`src/rtl/ram_ctrl_pkg.sv`:
```
// Shared definitions for the RAM port controller.
//   ADDR_W_DEFAULT / DATA_W_DEFAULT : default address and data widths
//   wr_state_e                      : write-FSM state encoding
package ram_ctrl_pkg;

    localparam int unsigned ADDR_W_DEFAULT = 5;
    localparam int unsigned DATA_W_DEFAULT = 3;

    typedef enum logic [1:0] {
        StIdle,
        StWrite,
        StHold
    } wr_state_e;

endpackage

```
`src/rtl/ram_port_ctrl_sync2.sv`:
```
// Two-flop synchronizer for a group of asynchronous inputs.
//   CLK   : clock
//   reset : synchronous active-high reset, loads RST_VAL into both stages
//   d_i   : asynchronous input bus
//   q_o   : synchronized output bus
module sync2 #(
    parameter int unsigned       WIDTH   = 1,
    parameter logic [WIDTH-1:0]  RST_VAL = '0
) (
    input  logic             CLK,
    input  logic             reset,
    input  logic [WIDTH-1:0] d_i,
    output logic [WIDTH-1:0] q_o
);

    logic [WIDTH-1:0] meta_q;
    logic [WIDTH-1:0] sync_q;

    always_ff @(posedge CLK) begin
        if (reset) begin
            meta_q <= RST_VAL;
            sync_q <= RST_VAL;
        end else begin
            meta_q <= d_i;
            sync_q <= meta_q;
        end
    end

    assign q_o = sync_q;

endmodule

```
`src/rtl/ram_port_ctrl.sv`:
```
// RAM port controller: one RAM write per pushbutton press from switch inputs,
// plus a free-running read-address scan advancing once every DIV clocks.
//   CLK, reset        : clock, synchronous active-high reset
//   sw_addr, sw_data  : asynchronous switch write address / data
//   key_n             : asynchronous active-low write button
//   pause             : scan hold (only honoured when SCAN_PAUSE_EN is defined)
//   wr_addr, wr_data  : registered write address / data
//   wr_en             : one-cycle write strobe
//   rd_addr           : scanning read address
//   step              : one-cycle pulse on each rd_addr advance
// Optional feature macro: SCAN_PAUSE_EN.
module ram_port_ctrl
    import ram_ctrl_pkg::*;
#(
    parameter int unsigned ADDR_W = ADDR_W_DEFAULT,
    parameter int unsigned DATA_W = DATA_W_DEFAULT,
    parameter int unsigned DIV    = 50_000_000
) (
    input  logic              CLK,
    input  logic              reset,
    input  logic [ADDR_W-1:0] sw_addr,
    input  logic [DATA_W-1:0] sw_data,
    input  logic              key_n,
    input  logic              pause,
    output logic [ADDR_W-1:0] wr_addr,
    output logic [DATA_W-1:0] wr_data,
    output logic              wr_en,
    output logic [ADDR_W-1:0] rd_addr,
    output logic              step
);

    localparam int unsigned      CNT_W   = (DIV > 1) ? $clog2(DIV) : 1;
    localparam logic [CNT_W-1:0] CNT_MAX = CNT_W'(DIV - 1);

    // ---------------- input synchronizers ----------------
    logic              key_s;
    logic [ADDR_W-1:0] addr_s;
    logic [DATA_W-1:0] data_s;

    // Key idles high (released) so reset never looks like a press.
    sync2 #(.WIDTH(1), .RST_VAL(1'b1)) u_sync_key (
        .CLK   (CLK),
        .reset (reset),
        .d_i   (key_n),
        .q_o   (key_s)
    );

    sync2 #(.WIDTH(ADDR_W), .RST_VAL('0)) u_sync_addr (
        .CLK   (CLK),
        .reset (reset),
        .d_i   (sw_addr),
        .q_o   (addr_s)
    );

    sync2 #(.WIDTH(DATA_W), .RST_VAL('0)) u_sync_data (
        .CLK   (CLK),
        .reset (reset),
        .d_i   (sw_data),
        .q_o   (data_s)
    );

    // ---------------- write FSM ----------------
    wr_state_e         state_q, state_d;
    logic [ADDR_W-1:0] wr_addr_q, wr_addr_d;
    logic [DATA_W-1:0] wr_data_q, wr_data_d;

    always_ff @(posedge CLK) begin
        if (reset) begin
            state_q   <= StIdle;
            wr_addr_q <= '0;
            wr_data_q <= '0;
        end else begin
            state_q   <= state_d;
            wr_addr_q <= wr_addr_d;
            wr_data_q <= wr_data_d;
        end
    end

    always_comb begin
        state_d   = state_q;
        wr_addr_d = wr_addr_q;
        wr_data_d = wr_data_q;
        unique case (state_q)
            StIdle: begin
                if (!key_s) begin
                    state_d   = StWrite;
                    wr_addr_d = addr_s;
                    wr_data_d = data_s;
                end
            end
            StWrite: state_d = StHold;
            StHold:  if (key_s) state_d = StIdle;
            default: state_d = StIdle;
        endcase
    end

    assign wr_en   = (state_q == StWrite);
    assign wr_addr = wr_addr_q;
    assign wr_data = wr_data_q;

    // ---------------- read-address scan ----------------
    logic scan_hold;

`ifdef SCAN_PAUSE_EN
    assign scan_hold = pause;
`else
    logic unused_pause;
    assign unused_pause = pause;
    assign scan_hold    = 1'b0;
`endif

    logic [CNT_W-1:0]  cnt_q, cnt_d;
    logic [ADDR_W-1:0] rd_addr_q, rd_addr_d;
    logic              step_q, step_d;

    always_ff @(posedge CLK) begin
        if (reset) begin
            cnt_q     <= '0;
            rd_addr_q <= '0;
            step_q    <= 1'b0;
        end else begin
            cnt_q     <= cnt_d;
            rd_addr_q <= rd_addr_d;
            step_q    <= step_d;
        end
    end

    always_comb begin
        cnt_d     = cnt_q;
        rd_addr_d = rd_addr_q;
        step_d    = 1'b0;
        if (!scan_hold) begin
            if (cnt_q == CNT_MAX) begin
                cnt_d     = '0;
                step_d    = 1'b1;
                rd_addr_d = rd_addr_q + ADDR_W'(1);  // wraps naturally at 2^ADDR_W
            end else begin
                cnt_d = cnt_q + CNT_W'(1);
            end
        end
    end

    assign rd_addr = rd_addr_q;
    assign step    = step_q;

endmodule

```
`config.mk`:
```
export PLATFORM = sky130hd
export DESIGN_NAME = ram_port_ctrl
export DESIGN_NICKNAME = d
export VERILOG_FILES = /design/src/rtl/ram_ctrl_pkg.sv /design/src/rtl/ram_port_ctrl_sync2.sv /design/src/rtl/ram_port_ctrl.sv
export SDC_FILE = /design/constraint.sdc
export NUM_CORES = 1
export LEC_CHECK = 0
export ABC_AREA = 1
export CAP_MARGIN = 20
export CORE_MARGIN = 2
export CORE_UTILIZATION = 25
export CTS_BUF_LIST = sky130_fd_sc_hd__clkbuf_4 sky130_fd_sc_hd__clkbuf_8
export DETAILED_ROUTE_END_ITERATION = 6
export HOLD_SLACK_MARGIN = 0.12
export PLACE_DENSITY = 0.39
export SLEW_MARGIN = 20
export SYNTH_ARGS = -nofsm -noshare
export SYNTH_HDL_FRONTEND = slang
export SYNTH_SLANG_ARGS = --single-unit
```
`constraint.sdc`:
```
create_clock -name CLK -period 2.5 [get_ports CLK]
set_clock_uncertainty 0.05 [all_clocks]
set_input_delay 0.5 -clock CLK [delete_from_list [all_inputs] [get_ports CLK]]
set_output_delay 0.5 -clock CLK [all_outputs]
set_load 0.01 [all_outputs]
```
==> flow_summary.ini <==
[placed_design]
hpwlAfterDp_mm = 3.72
portBuffers = 25
pre_cts_slack_ps = 515
placed_area_sq_mm = 0.00299
gp_congestion = 0.762

[critical_path]
required_ps = 1950
crit_arrival_ps = 1400
critPathTopFamily = buffers and inverters
r2r_end = cnt_q[15]
timing.rr.start = cnt_q[0]
cp-end-kind = output port
startpoint_type = flop
cp_slowest_cell = clkdlybuf4s50_1
r2r_setup_slack_ps = 770
path_cells = inv_1 -> nor2_1 -> clkdlybuf4s50_1
cp_max_fo = 2
critPathBufInv = 2
critical_path_class = flop to output port
r2r_cells = 8
max_stage_delay_ps = 560

[sta]
fin_tns_setup_ps = 0
period_share_pct = 78.1
hold_slack_ps = 352
tightestPinTransition_ps = 381
setup_viol = 0
slew_headroom_pct = 74.4
timing.final.ws_setup_ps = 548
finalCriticalPeriod_ps = 1950
drv_slew = 0
hold_violations = 0
fmax_mhz = 512
rsz0062_at_grt = false

[global_route]
antenna_found_initial = 0
overflow = 0
grt_use_total_pct = 10.2
grt_pass1_vias = 1962
grt_pass1_wl_mm = 9.02
grt_max_degree = 26

[synth]
netlist-cell-type-count = 24
avgSynthCellArea_sq_um = 7.46
yosys_warnings = 0
ys_ff_latch = 60
synth_nets = 363
yosysSeqAreaShare_pct = 46.1
syn_inst = 349
syn-cell-area_sq_mm = 0.00260

[hold_path]
worstHoldStart = u_sync_addr.meta_q[2]
hp-class = flop to flop
hold_depth = 2
worstHoldEndpoint = u_sync_addr.q_o[2]

[detailed_routing]
ant_nets = 0
num_vias = 2055
drtIter0Drc = 71
wl_per_cell_microns = 9.89
route.detailed.drc = 0
drt_pass1_iterations = 5
wl_mm = 5.16
viasPerCell = 3.94

[die]
core-area_sq_mm = 0.0102
ios = 27
rows = 37
initial_core_util_pct = 25.4
fp.dieW_microns = 106
die-area_sq_mm = 0.0112
die_h_microns = 106

[clock_network]
htree_levels = 3
hold_buffers = 0
cts_sinks = 60
post_cts_buffers = 0
cts_root_buffer = clkbuf_8
cts_buffer_depth = 2
tritoncts = yes
clk_pin_slew_worst_paths_ps = 70
insertion_delay_ps = 330
numCtsBuffers = 9
ctsResizeCount = 0

[flow_run]
maxCapViolCount = 0

[final_layout]
area.growth.synth_to_final_pct = 21.5
layout-drive-gt1-share_pct = 13.5
layout_common_cells = nand2_1, nor2_1, dfxtp_1
nNetsFinal = 396
layout_commonest_cell = nand2_1
n_fill_cell = 1087
finish.instance_area_sq_mm = 0.00316
diodes = 0
fin_util_pct = 30.9

[power]
power.density_mw_per_mm2 = 593
max-vdd-ir-drop_uv = 268
leakage_nw = 1.24

[outcome]
outcome = finished, final reports clean
[layer usage]
metal | GRT usage [%] | vias to the layer above | share of wire (%)
met2 | 16.9 | 31 | 45
met1 | 12.2 | 893 | 50
met5 | 0 | - | 0
li1 | - | 1123 | -
met4 | 5.08 | 0 | 1.8
met3 | 2.70 | 8 | 3.4
[cells in the mapped netlist]
master    instances  area (sq um)
a21oi_1           7          35.0
a21oi_2           5          43.8
and2_1            2          12.5
buf_12            2          40.0
clkbuf_1          3          11.3
clkinv_1          1          3.75
dfxtp_1          60          1200
ha_1              2          25.0
inv_1            50           188
inv_2             1          3.75
nand2_1          74           278
nand2_2           3          18.8
nand2_4           1          11.3
nand2_8           1          20.0
nand3_1          20           100
nand4_1           5          31.3
nor2_1           63           236
nor2_2           19           119
nor2_4            2          22.5
nor2_8            1          20.0
o21ai_0          13          65.1
or2_2             2          12.5
xnor2_1           6          52.6
xor2_1            6          52.6
[stage by stage]
stage / power (W) / instances
finish: 0.00188 / 522
global placement: 0.00111 / 507
detailed placement: 0.00111 / 507
floorplan: 0.00107 / 349
CTS: 0.00191 / 522
global route: 0.00197 / 522
[cells by family (layout without fill, tap and decap cells)]
family / count (synthesis) / count (layout) / synth area share, %
buffers and inverters: 57 / 94 / 9.47
adders and majority gates: 2 / 2 / 0.961
DFF: 60 / 60 / 46.1
xor gates and xnor gates: 12 / 12 / 4.04
and+or+nand+nor: 193 / 193 / 33.9
AOI/OAI and AO/OA: 25 / 25 / 5.53
[power by group]
part	internal, W	total [W]	switching [W]
clock	0.000405	0.000792	0.000387
sequential	0.000980	0.000990	0.00000972
combinational	0.0000446	0.0000935	0.0000489
[worst max path at each step]
stage	startpoint	end	slack, ps	cells after the start
after detailed placement	reset	cnt_q[15]	510	4
after global routing	state_q[0]	wr_en	450	3
after global placement	reset	cnt_q[16]	510	4
after CTS	state_q[0]	wr_en	500	3
after floorplan	cnt_q[0]	cnt_q[9]	990	9
final	state_q[0]	wr_en	550	3
[worst min-delay path: cells and delay by family (launching register included)]
kind          cells  cell delay, ps
flops             1             300
simple gates      1              30
buf+inv           1              40
[registers in the layout, summed over array words and instances (netlist names)]
name                flops
u_sync_addr.meta_q      5
state_q                 2
wr_addr                 5
u_sync_data.q_o         3
u_sync_data.meta_q      3
u_sync_key.meta_q       1
cnt_q                  26
u_sync_addr.q_o         5
rd_addr                 5
u_sync_key.q_o          1
wr_data                 3
step                    1
[area by class of cell]
type                       count  area [sq um]  area share [%]
multi-input combinational    232          1160            36.5
sequential                    60          1200            38.0
clock buffer                  11           151            4.78
timing repair buffer          27           265            8.38
inverter                      52           195            6.17
tap                          136           170            5.38
clock inverter                 4          25.0           0.791
No activity file was read; power rests on OpenSTA's default activity.
